$ cat src/rtl/mem_arbiter_pkg.sv
// wisc_mem_pkg: shared FSM/owner types and bus width defaults for the memory arbiter.
package wisc_mem_pkg;
  localparam int ADDR_W = 16;
  localparam int DATA_W = 16;
  typedef enum logic [1:0] {IDLE, CMD, WAIT, RESP} state_t;
  typedef enum logic {OWN_I, OWN_D} owner_t;
endpackage

$ cat src/rtl/mem_arbiter_if.sv
// mem_arbiter_if: fetch/data request ports and memory command bus around the arbiter.
interface mem_arbiter_if #(
  parameter int ADDR_W = wisc_mem_pkg::ADDR_W,
  parameter int DATA_W = wisc_mem_pkg::DATA_W
);
  logic              i_req;
  logic [ADDR_W-1:0] i_addr;
  logic              i_rdy;
  logic [DATA_W-1:0] i_rdata;
  logic              d_req;
  logic              d_we;
  logic [ADDR_W-1:0] d_addr;
  logic [DATA_W-1:0] d_wdata;
  logic              d_rdy;
  logic [DATA_W-1:0] d_rdata;
  logic              mem_en;
  logic              mem_we;
  logic [ADDR_W-1:0] mem_addr;
  logic [DATA_W-1:0] mem_wdata;
  logic              mem_valid;
  logic [DATA_W-1:0] mem_rdata;
  modport slave (
    input  i_req, i_addr, d_req, d_we, d_addr, d_wdata, mem_valid, mem_rdata,
    output i_rdy, i_rdata, d_rdy, d_rdata, mem_en, mem_we, mem_addr, mem_wdata
  );
  modport master (
    output i_req, i_addr, d_req, d_we, d_addr, d_wdata, mem_valid, mem_rdata,
    input  i_rdy, i_rdata, d_rdy, d_rdata, mem_en, mem_we, mem_addr, mem_wdata
  );
endinterface

$ cat src/rtl/mem_arbiter_sat_cnt.sv
// arb_sat_cnt: saturating up-counter with synchronous clear.
module arb_sat_cnt #(
  parameter int         W   = 4,
  parameter logic [W-1:0] MAX = '1
) (
  input  logic         clk,
  input  logic         rst,
  input  logic         inc,
  input  logic         clr,
  output logic [W-1:0] cnt
);
  always_ff @(posedge clk or posedge rst)
    if (rst) cnt <= '0;
    else if (clr) cnt <= '0;
    else if (inc && cnt != MAX) cnt <= cnt + 1'b1;
endmodule

$ cat src/rtl/mem_arbiter.sv
// mem_arbiter: I/D arbitration onto one multi-cycle memory; optional ARB_PERF_EN adds perf counters.
module mem_arbiter #(
  parameter int ADDR_W = wisc_mem_pkg::ADDR_W,
  parameter int DATA_W = wisc_mem_pkg::DATA_W,
  parameter int STREAK = 4
) (
  input  logic        clk,
  input  logic        rst,
  input  logic        hlt,
`ifdef ARB_PERF_EN
  output logic [15:0] perf_igrant,
  output logic [15:0] perf_dgrant,
  output logic [15:0] perf_istall,
`endif
  mem_arbiter_if.slave bus
);
  import wisc_mem_pkg::*;
  localparam logic [3:0] STREAK_MAX = 4'(STREAK);
  state_t            state, state_nxt;
  owner_t            owner;
  logic              we_q;
  logic [ADDR_W-1:0] addr_q;
  logic [DATA_W-1:0] wdata_q, i_rdata_q, d_rdata_q;
  logic [3:0]        streak;
  logic              idle, cmd, i_ok, i_win, d_win, i_grant, d_grant;
  assign idle    = state == IDLE;
  assign cmd     = state == CMD;
  assign i_ok    = bus.i_req & ~hlt;
  // I only beats a pending D once D has had STREAK grants in a row
  assign i_win   = i_ok & (~bus.d_req | streak == STREAK_MAX);
  assign d_win   = bus.d_req & ~i_win;
  assign i_grant = idle & i_win;
  assign d_grant = idle & d_win;
  always_comb
    state_nxt = idle ? ((i_win | d_win) ? CMD : IDLE) :
                cmd ? WAIT :
                state == WAIT ? (bus.mem_valid ? RESP : WAIT) : IDLE;
  always_ff @(posedge clk or posedge rst)
    if (rst) begin
      state     <= IDLE;
      owner     <= OWN_I;
      we_q      <= 1'b0;
      addr_q    <= '0;
      wdata_q   <= '0;
      i_rdata_q <= '0;
      d_rdata_q <= '0;
    end else begin
      state <= state_nxt;
      if (i_grant | d_grant) begin
        owner   <= i_grant ? OWN_I : OWN_D;
        we_q    <= d_grant & bus.d_we;
        addr_q  <= i_grant ? bus.i_addr : bus.d_addr;
        wdata_q <= bus.d_wdata;
      end
      if (state == WAIT && bus.mem_valid && !we_q) begin
        if (owner == OWN_I) i_rdata_q <= bus.mem_rdata;
        else d_rdata_q <= bus.mem_rdata;
      end
    end
  arb_sat_cnt #(.W(4), .MAX(STREAK_MAX)) u_streak (
    .clk(clk), .rst(rst),
    .inc(d_grant & i_ok),
    .clr(i_grant | (d_grant & ~i_ok)),
    .cnt(streak)
  );
  assign bus.mem_en    = cmd;
  assign bus.mem_we    = cmd & we_q;
  assign bus.mem_addr  = cmd ? addr_q : '0;
  assign bus.mem_wdata = cmd ? wdata_q : '0;
  assign bus.i_rdy     = state == RESP && owner == OWN_I;
  assign bus.d_rdy     = state == RESP && owner == OWN_D;
  assign bus.i_rdata   = i_rdata_q;
  assign bus.d_rdata   = d_rdata_q;
`ifdef ARB_PERF_EN
  arb_sat_cnt #(.W(16)) u_perf_i (
    .clk(clk), .rst(rst), .inc(i_grant), .clr(1'b0), .cnt(perf_igrant)
  );
  arb_sat_cnt #(.W(16)) u_perf_d (
    .clk(clk), .rst(rst), .inc(d_grant), .clr(1'b0), .cnt(perf_dgrant)
  );
  arb_sat_cnt #(.W(16)) u_perf_s (
    .clk(clk), .rst(rst), .inc(bus.i_req & ~(~idle & owner == OWN_I)), .clr(1'b0), .cnt(perf_istall)
  );
`endif
endmodule

$ cat src/flat_wrapper.sv
// flat-port wrapper written by rule: the top's interface ports become plain ports
module mem_arbiter_flat import wisc_mem_pkg::*;
#(
  parameter int ADDR_W = wisc_mem_pkg::ADDR_W,
  parameter int DATA_W = wisc_mem_pkg::DATA_W,
  parameter int STREAK = 4
)
  (clk, rst, hlt, bus_i_req, bus_i_addr, bus_d_req, bus_d_we, bus_d_addr, bus_d_wdata, bus_mem_valid, bus_mem_rdata, bus_i_rdy, bus_i_rdata, bus_d_rdy, bus_d_rdata, bus_mem_en, bus_mem_we, bus_mem_addr, bus_mem_wdata);
  mem_arbiter_if #(.ADDR_W(ADDR_W), .DATA_W(DATA_W)) bus_i ();
  input  logic clk;
  input  logic rst;
  input  logic hlt;
  input wire logic [$bits(bus_i.i_req)-1:0] bus_i_req;
  input wire logic [$bits(bus_i.i_addr)-1:0] bus_i_addr;
  input wire logic [$bits(bus_i.d_req)-1:0] bus_d_req;
  input wire logic [$bits(bus_i.d_we)-1:0] bus_d_we;
  input wire logic [$bits(bus_i.d_addr)-1:0] bus_d_addr;
  input wire logic [$bits(bus_i.d_wdata)-1:0] bus_d_wdata;
  input wire logic [$bits(bus_i.mem_valid)-1:0] bus_mem_valid;
  input wire logic [$bits(bus_i.mem_rdata)-1:0] bus_mem_rdata;
  output wire logic [$bits(bus_i.i_rdy)-1:0] bus_i_rdy;
  output wire logic [$bits(bus_i.i_rdata)-1:0] bus_i_rdata;
  output wire logic [$bits(bus_i.d_rdy)-1:0] bus_d_rdy;
  output wire logic [$bits(bus_i.d_rdata)-1:0] bus_d_rdata;
  output wire logic [$bits(bus_i.mem_en)-1:0] bus_mem_en;
  output wire logic [$bits(bus_i.mem_we)-1:0] bus_mem_we;
  output wire logic [$bits(bus_i.mem_addr)-1:0] bus_mem_addr;
  output wire logic [$bits(bus_i.mem_wdata)-1:0] bus_mem_wdata;
  assign bus_i.i_req = bus_i_req;
  assign bus_i.i_addr = bus_i_addr;
  assign bus_i.d_req = bus_d_req;
  assign bus_i.d_we = bus_d_we;
  assign bus_i.d_addr = bus_d_addr;
  assign bus_i.d_wdata = bus_d_wdata;
  assign bus_i.mem_valid = bus_mem_valid;
  assign bus_i.mem_rdata = bus_mem_rdata;
  assign bus_i_rdy = bus_i.i_rdy;
  assign bus_i_rdata = bus_i.i_rdata;
  assign bus_d_rdy = bus_i.d_rdy;
  assign bus_d_rdata = bus_i.d_rdata;
  assign bus_mem_en = bus_i.mem_en;
  assign bus_mem_we = bus_i.mem_we;
  assign bus_mem_addr = bus_i.mem_addr;
  assign bus_mem_wdata = bus_i.mem_wdata;
  mem_arbiter #(.ADDR_W(ADDR_W), .DATA_W(DATA_W), .STREAK(STREAK)) u_core (.clk(clk), .rst(rst), .hlt(hlt), .bus(bus_i));
endmodule
$ cat config.mk
export PLATFORM = sky130hd
export DESIGN_NAME = mem_arbiter_flat
export DESIGN_NICKNAME = d
export VERILOG_FILES = /design/src/rtl/mem_arbiter_pkg.sv /design/src/rtl/mem_arbiter_if.sv /design/src/rtl/mem_arbiter_sat_cnt.sv /design/src/rtl/mem_arbiter.sv /design/src/flat_wrapper.sv
export SDC_FILE = /design/constraint.sdc
export NUM_CORES = 1
export LEC_CHECK = 0
export BUFFER_PORTS_ARGS = -buffer_cell sky130_fd_sc_hd__clkbuf_2
export CORE_MARGIN = 4
export CORE_UTILIZATION = 40
export CTS_CLUSTER_SIZE = 8
export DETAILED_ROUTE_END_ITERATION = 10
export PLACE_DENSITY_LB_ADDON = 0.15
export RECOVER_POWER = 25
export REMOVE_ABC_BUFFERS = 1
export SYNTH_ARGS = -nofsm -noshare
export SYNTH_HDL_FRONTEND = slang
export SYNTH_SLANG_ARGS = --single-unit
$ cat constraint.sdc
create_clock -name clk -period 2.35 [get_ports clk]
set_input_delay 0.235 -clock clk [delete_from_list [all_inputs] [get_ports clk]]
set_output_delay 0.235 -clock clk [all_outputs]
set_load 0.01 [all_outputs]
==> impl_metrics.env, run 1 <==
export IMPL_status="completed"
export IMPL_post_dr_wirelength_cell_um=13.96
export IMPL_tns_ps=0
export IMPL_power_frac_seq_pct=40.4
export IMPL_critPathArrivalTime_ps=2260
export IMPL_detailedPlace_worstSlack_ps=328.4
export IMPL_critical_path_max_fanout=16
export IMPL_syn_avg_cell_area_um2=12.23
export IMPL_finalNetCount=492
export IMPL_report_final_setup_viol=0
export IMPL_placementRows=32
export IMPL_path_buf_inv=1
export IMPL_mostFrequentLayoutCell="sky130_fd_sc_hd__clkbuf_2"
export IMPL_power_switching_mw=1.770
export IMPL_layout_setup_ws_ps=312.8
export IMPL_cts_sinks=72
export IMPL_crit_type="reg2reg"
export IMPL_maxSlewHeadroom_pct=36.14
export IMPL_h_tree_depth=3
export IMPL_worst_path_max_delay_cell="sky130_fd_sc_hd__or3_1"
export IMPL_detailedRoute_firstIterationViolations=98
export IMPL_vdd_ir_drop_worst_mv=0.4302
export IMPL_ys_flop_type="sky130_fd_sc_hd__dfrtp_1"
export IMPL_cp_top_family="simple AND/OR/NAND/NOR gates"
export IMPL_worstHoldPathType="in2reg"
export IMPL_max_clock_path_buffers=2
export IMPL_yosys_warnings=0
export IMPL_syn2layout_area_growth_pct=30.64
export IMPL_async_set_reset_flop_share_out_of_synthesis_pct=100.0
export IMPL_insertion_delay_ps=330
export IMPL_cts_clk_slew_worst_paths_ps=80
export IMPL_crit_path_max_incr_delay_ps=720
export IMPL_worst_slew_pin_slew_ps=957.9
export IMPL_clock_power_share_pct=20.0
export IMPL_sw_ratio_pct=33.27
export IMPL_crit_required_ps=2570
export IMPL_fin_crit_ps=2037
export IMPL_via_per_inst=4.642
export IMPL_internal_power_mw=3.550
export IMPL_cts_tree="done"
export IMPL_drv_slew=0
export IMPL_crit_path_end_kind="flop"
export IMPL_postRouteWirelength_mm=7.288
export IMPL_dr_total_vias=2423
export IMPL_synthesis_instances=271
export IMPL_total_power_mw=5.321
export IMPL_floorplan_io_pins=139
export IMPL_drc=0
export IMPL_grt_antenna_before_repair=0
export IMPL_detailedPlacementHpwl_mm=5.228
export IMPL_n_fill_cell=731
export IMPL_unrepaired_setup_endpoints_after_global_routing="false"
export IMPL_design_core_area_um2=7888
export IMPL_number_of_violations_of_the_max_capacitance_limit=0
export IMPL_io_buffers=138
export IMPL_cts_buffers=9
export IMPL_final_worst_path_period_share_pct=86.69
export IMPL_finalHoldViolCount=0
export IMPL_synth_edf_count=0
export IMPL_final_antenna_net_count=0
export IMPL_synth_ff_latch_count=72
export IMPL_postCtsHoldBufs=1
export IMPL_post_synth_num_cell_types=34
export IMPL_antenna_cells_inserted=0
export IMPL_path_cells="inv_1 -> ha_1 -> nand2_1 -> or3_1 -> mux2_2"
export IMPL_detailedRoute_firstPassIterationCount=7
export IMPL_leakagePower_nw=2.382
export IMPL_post_cts_buffers=0
export IMPL_gp_congestion=0.8139
export IMPL_floorplan_die_area_um2=9810
export IMPL_p_comb_share_pct=39.7
export IMPL_grt_start_max_net_pins=72
export IMPL_leading_cell_types_in_the_layout_fill_and_taps_excluded="sky130_fd_sc_hd__clkbuf_2 (138), sky130_fd_sc_hd__dfrtp_1 (72), sky130_fd_sc_hd__inv_1 (56)"
export IMPL_clock_skew_ps=10.62
export IMPL_global_route_wire_length_before_repair_mm=12.50
export IMPL_cts_root_buf="sky130_fd_sc_hd__clkbuf_8"
export IMPL_grt_overflow_total=0
export IMPL_setup_worst_path_start_class="flop"
export IMPL_fp_dieH_um=99.05
export IMPL_timing_fmax_mhz=490.9
export IMPL_die_w_um=99.05
export IMPL_seq_total_area_yosys_pct=54.34
export IMPL_cts_resized=0
export IMPL_pwr_density_cell_nw_per_um2=1228
export IMPL_synth_area_um2=3316
export IMPL_track_usage_pct=15.75
export IMPL_start_util_pct=42.04
export IMPL_first_global_vias=2690
export IMPL_post_route_cells_drive_above_1_share_pct=50.95
logic make-up after synthesis:
logic type / share of synthesized area (%)
DFF: 54.34
AOI/OAI and AO/OA: 7.510
and+or+nand+nor: 9.434
adders and majority gates: 2.264
muxes: 17.74
buffers and inverters: 8.717
layout make-up:
class                   count  area, µm²  share of cell area (%)
inverters                  57      214.0                   4.939
flip-flops and latches     72       1802                   41.59
well taps                 102      127.6                   2.946
clock inverters             7      93.84                   2.166
multi-input cells         130       1225                   28.28
clock buffers               9      123.9                   2.860
repair buffers            145      745.7                   17.22
power by group through the flow:
stage,clock [mW],combinational [mW],sequential (mW)
finish,1.06,2.11,2.15
global route,1.15,2.35,2.23
CTS,1.10,2.18,2.15
detailed placement,0,2.17,2.17
global placement,0,2.12,2.14
floorplan,0,1.26,2.23
metrics by stage:
stage / util, % / area (µm²) / std cells / hold WS, ps
after CTS: 55.08 / 4344 / 522 / 100.5
after global routing: 54.92 / 4332 / 522 / 106.3
after detailed placement: 52.19 / 4116 / 505 / 74.80
after floorplan: - / 3241 / 259 / 367.7
after global placement: 52.19 / 4116 / 505 / 75.33
final: 54.92 / 4332 / 522 / 120.8
cells in the mapped netlist (2+ instances only):
cell,count,share of area [%]
sky130_fd_sc_hd__ha_1,6,2.3
sky130_fd_sc_hd__mux2_2,38,13
sky130_fd_sc_hd__a21oi_1,2,0.30
sky130_fd_sc_hd__nand3b_1,2,0.45
sky130_fd_sc_hd__inv_1,56,6.3
sky130_fd_sc_hd__clkbuf_1,5,0.57
sky130_fd_sc_hd__nand2_1,2,0.23
sky130_fd_sc_hd__nand4_1,2,0.38
sky130_fd_sc_hd__mux2_4,10,4.5
sky130_fd_sc_hd__buf_2,5,0.75
sky130_fd_sc_hd__dfrtp_1,72,54
sky130_fd_sc_hd__and2_1,33,6.2
sky130_fd_sc_hd__o211ai_1,2,0.45
sky130_fd_sc_hd__a222oi_1,16,4.8
tightest hold or removal path: cells and delay by family:
kind	cells	cell delay, ps
AOI/OAI and AO/OA	1	50
buffers and inverters	2	120
final timing paths:
| check | startpoint | endpoint | slack (ps) | cells past startpoint |
|---|---|---|---|---|
| max | u_core.state[0] | u_core.bus.d_rdata[3] | 310 | 5 |
| min | bus_d_addr[9] | u_core.addr_q[9] | 120 | 3 |
| max reg2reg | u_core.state[0] | u_core.bus.d_rdata[3] | 310 | 5 |
| min reg2reg | u_core.wdata_q[3] | u_core.wdata_q[3] | 500 | 1 |
| max in group asynchronous | rst | u_core.addr_q[11] | 930 | 4 |
| min in group asynchronous | rst | u_core.bus.i_rdata[0] | 270 | 3 |
routing by layer:
metal | global-route usage, % | share of wire (%) | up-vias
met5 | 0 | 0 | -
met4 | 6.513 | 1.8 | 0
met3 | 3.822 | 6.4 | 10
met2 | 26.81 | 51 | 78
met1 | 19.06 | 40 | 1145
li1 | - | - | 1190
flip-flops by register name, summed over array words and instances, names as in the netlist:
name / count
u_core.state: 2
u_core.wdata_q: 16
u_core.addr_q: 16
u_core.bus.i_rdata: 16
u_core.u_streak.cnt: 4
u_core.we_q: 1
u_core.owner: 1
u_core.bus.d_rdata: 16
Power figures use the tool's default switching activity.
==> inputs of run 2 (changes only) <==
- CORE_ASPECT_RATIO: unset -> 0.6
==> run 2 against run 1 <==
  * Critical endpoint is now u_core.bus.d_rdata[4]
  * Non-clock buffer count is 1 higher
  * Critical path type unchanged
  * Sequential share of layout area shrank 1.0 points
  * Sequential power barely moved
  * Via count rose by 3.4%
  * Utilization rose by 0.75 points
==> impl_metrics.env, run 2 (synthesis results as in run 1) <==
export IMPL_crit_required_ps=2560
export IMPL_worst_slew_pin_slew_ps=1018
export IMPL_cts_clk_slew_worst_paths_ps=60
export IMPL_floorplan_io_pins=139
export IMPL_status="completed"
export IMPL_fp_dieH_um=78.53
export IMPL_gp_congestion=0.8253
export IMPL_grt_overflow_total=0
export IMPL_antenna_cells_inserted=0
export IMPL_critPathArrivalTime_ps=2190
export IMPL_detailedRoute_firstIterationViolations=156
export IMPL_fin_crit_ps=1980
export IMPL_design_core_area_um2=7976
export IMPL_crit_path_end_kind="flop"
export IMPL_mostFrequentLayoutCell="sky130_fd_sc_hd__clkbuf_2"
export IMPL_r2r_setup_slk_ps=370
export IMPL_setup_worst_path_start_class="flop"
export IMPL_number_of_violations_of_the_max_capacitance_limit=0
export IMPL_floorplan_die_area_um2=9858
export IMPL_cp_top_family="simple AND/OR/NAND/NOR gates"
export IMPL_postRouteWirelength_mm=7.852
export IMPL_drv_slew=0
export IMPL_max_clock_path_buffers=2
export IMPL_reg2regPathDepth=5
export IMPL_post_route_cells_drive_above_1_share_pct=51.31
export IMPL_crit_type="reg2reg"
export IMPL_grt_antenna_before_repair=0
export IMPL_first_global_vias=2609
export IMPL_cts_sinks=72
export IMPL_drc=0
export IMPL_unrepaired_setup_endpoints_after_global_routing="false"
export IMPL_clock_skew_ps=6.628
export IMPL_grt_start_max_net_pins=73
export IMPL_cts_resized=0
export IMPL_pwr_density_cell_nw_per_um2=1280
export IMPL_tns_ps=0
export IMPL_finalNetCount=493
export IMPL_path_buf_inv=1
export IMPL_timing_hold_worst_path_depth=3
export IMPL_insertion_delay_ps=330
export IMPL_finalHoldViolCount=0
export IMPL_syn2layout_area_growth_pct=33.92
export IMPL_critical_path_max_fanout=16
export IMPL_via_per_inst=4.737
export IMPL_io_buffers=138
export IMPL_vdd_ir_drop_worst_mv=0.5580
export IMPL_maxSlewHeadroom_pct=32.13
export IMPL_worst_path_stages=5
export IMPL_leakagePower_nw=2.429
export IMPL_report_final_setup_viol=0
export IMPL_layout_setup_ws_ps=370.2
export IMPL_detailedPlace_worstSlack_ps=355.1
export IMPL_worstHoldPathType="in2reg"
export IMPL_start_util_pct=41.57
export IMPL_h_tree_depth=3
export IMPL_crit_path_max_incr_delay_ps=690
export IMPL_post_dr_wirelength_cell_um=14.84
export IMPL_leading_cell_types_in_the_layout_fill_and_taps_excluded="sky130_fd_sc_hd__clkbuf_2 (138), sky130_fd_sc_hd__dfrtp_1 (72), sky130_fd_sc_hd__inv_1 (56)"
export IMPL_global_route_wire_length_before_repair_mm=13.12
export IMPL_path_cells="inv_1 -> ha_1 -> nand2_1 -> or3_1 -> mux2_2"
export IMPL_cts_root_buf="sky130_fd_sc_hd__clkbuf_16"
export IMPL_detailedRoute_firstPassIterationCount=8
export IMPL_seq_area_um2=1802
export IMPL_n_fill_cell=723
export IMPL_worst_path_max_delay_cell="sky130_fd_sc_hd__or3_1"
export IMPL_timing_fmax_mhz=505.1
export IMPL_post_cts_buffers=0
export IMPL_cts_buffers=9
export IMPL_die_w_um=125.5
export IMPL_cts_tree="done"
export IMPL_postCtsHoldBufs=1
export IMPL_total_area_of_multi_input_combinational_cells_um2=1229
export IMPL_final_worst_path_period_share_pct=84.25
export IMPL_placementRows=25
export IMPL_track_usage_pct=16.67
export IMPL_detailedPlacementHpwl_mm=5.726
export IMPL_dr_total_vias=2506
export IMPL_final_antenna_net_count=0
==> run 2: path summary, 6_finish.rpt <==
kind | from | to
max | u_core.state[0] | u_core.bus.d_rdata[4]
max reg2reg | u_core.state[0] | u_core.bus.d_rdata[4]
min | bus_d_addr[9] | u_core.addr_q[9]
min in group asynchronous | rst | u_core.bus.i_rdata[3]
max in group asynchronous | rst | u_core.bus.d_rdata[2]
min reg2reg | u_core.wdata_q[11] | u_core.wdata_q[11]
==> run 2: final cells by class <==
class                   count  share of cell area [%]
flip-flops and latches     72                   40.57
clock buffers              11                   5.692
inverters                  57                   4.818
multi-input cells         130                   27.67
clock inverters             5                   1.240
repair buffers            146                   16.96
well taps                 108                   3.043
==> run 2: metrics by stage <==
step / power (mW) / hold WS (ps) / cell area, µm² / instances / utilization [%]
after floorplan: 3.492 / 367.7 / 3241 / 259 / -
after global placement: 4.301 / 332.7 / 4135 / 512 / 51.84
after detailed placement: 4.362 / 332.2 / 4135 / 512 / 51.84
after CTS: 5.773 / 109.9 / 4453 / 529 / 55.83
after global routing: 6.095 / 128.1 / 4441 / 529 / 55.67
final: 5.686 / 123.8 / 4441 / 529 / 55.67
==> run 2: worst min-delay path: stages <==
cell and delay (ps):
sky130_fd_sc_hd__clkbuf_2 80, sky130_fd_sc_hd__inv_1 40, sky130_fd_sc_hd__a222oi_1 50
==> run 2: metal layers <==
metal / share of wire, % / global-route usage (%) / wire, µm
met2: 45 / 24.57 / 3526
met3: 7.2 / 5.642 / 567
met1: 47 / 23.20 / 3667
met4: 1.2 / 5.195 / 91
met5: 0 / 0 / 0
==> run 2: where the power goes <==
group | internal (mW) | switching [mW] | leakage (nW)
Clock | 0.875 | 0.503 | 0.148
Combinational | 1.12 | 1.02 | 1.43
Sequential | 1.84 | 0.317 | 0.852
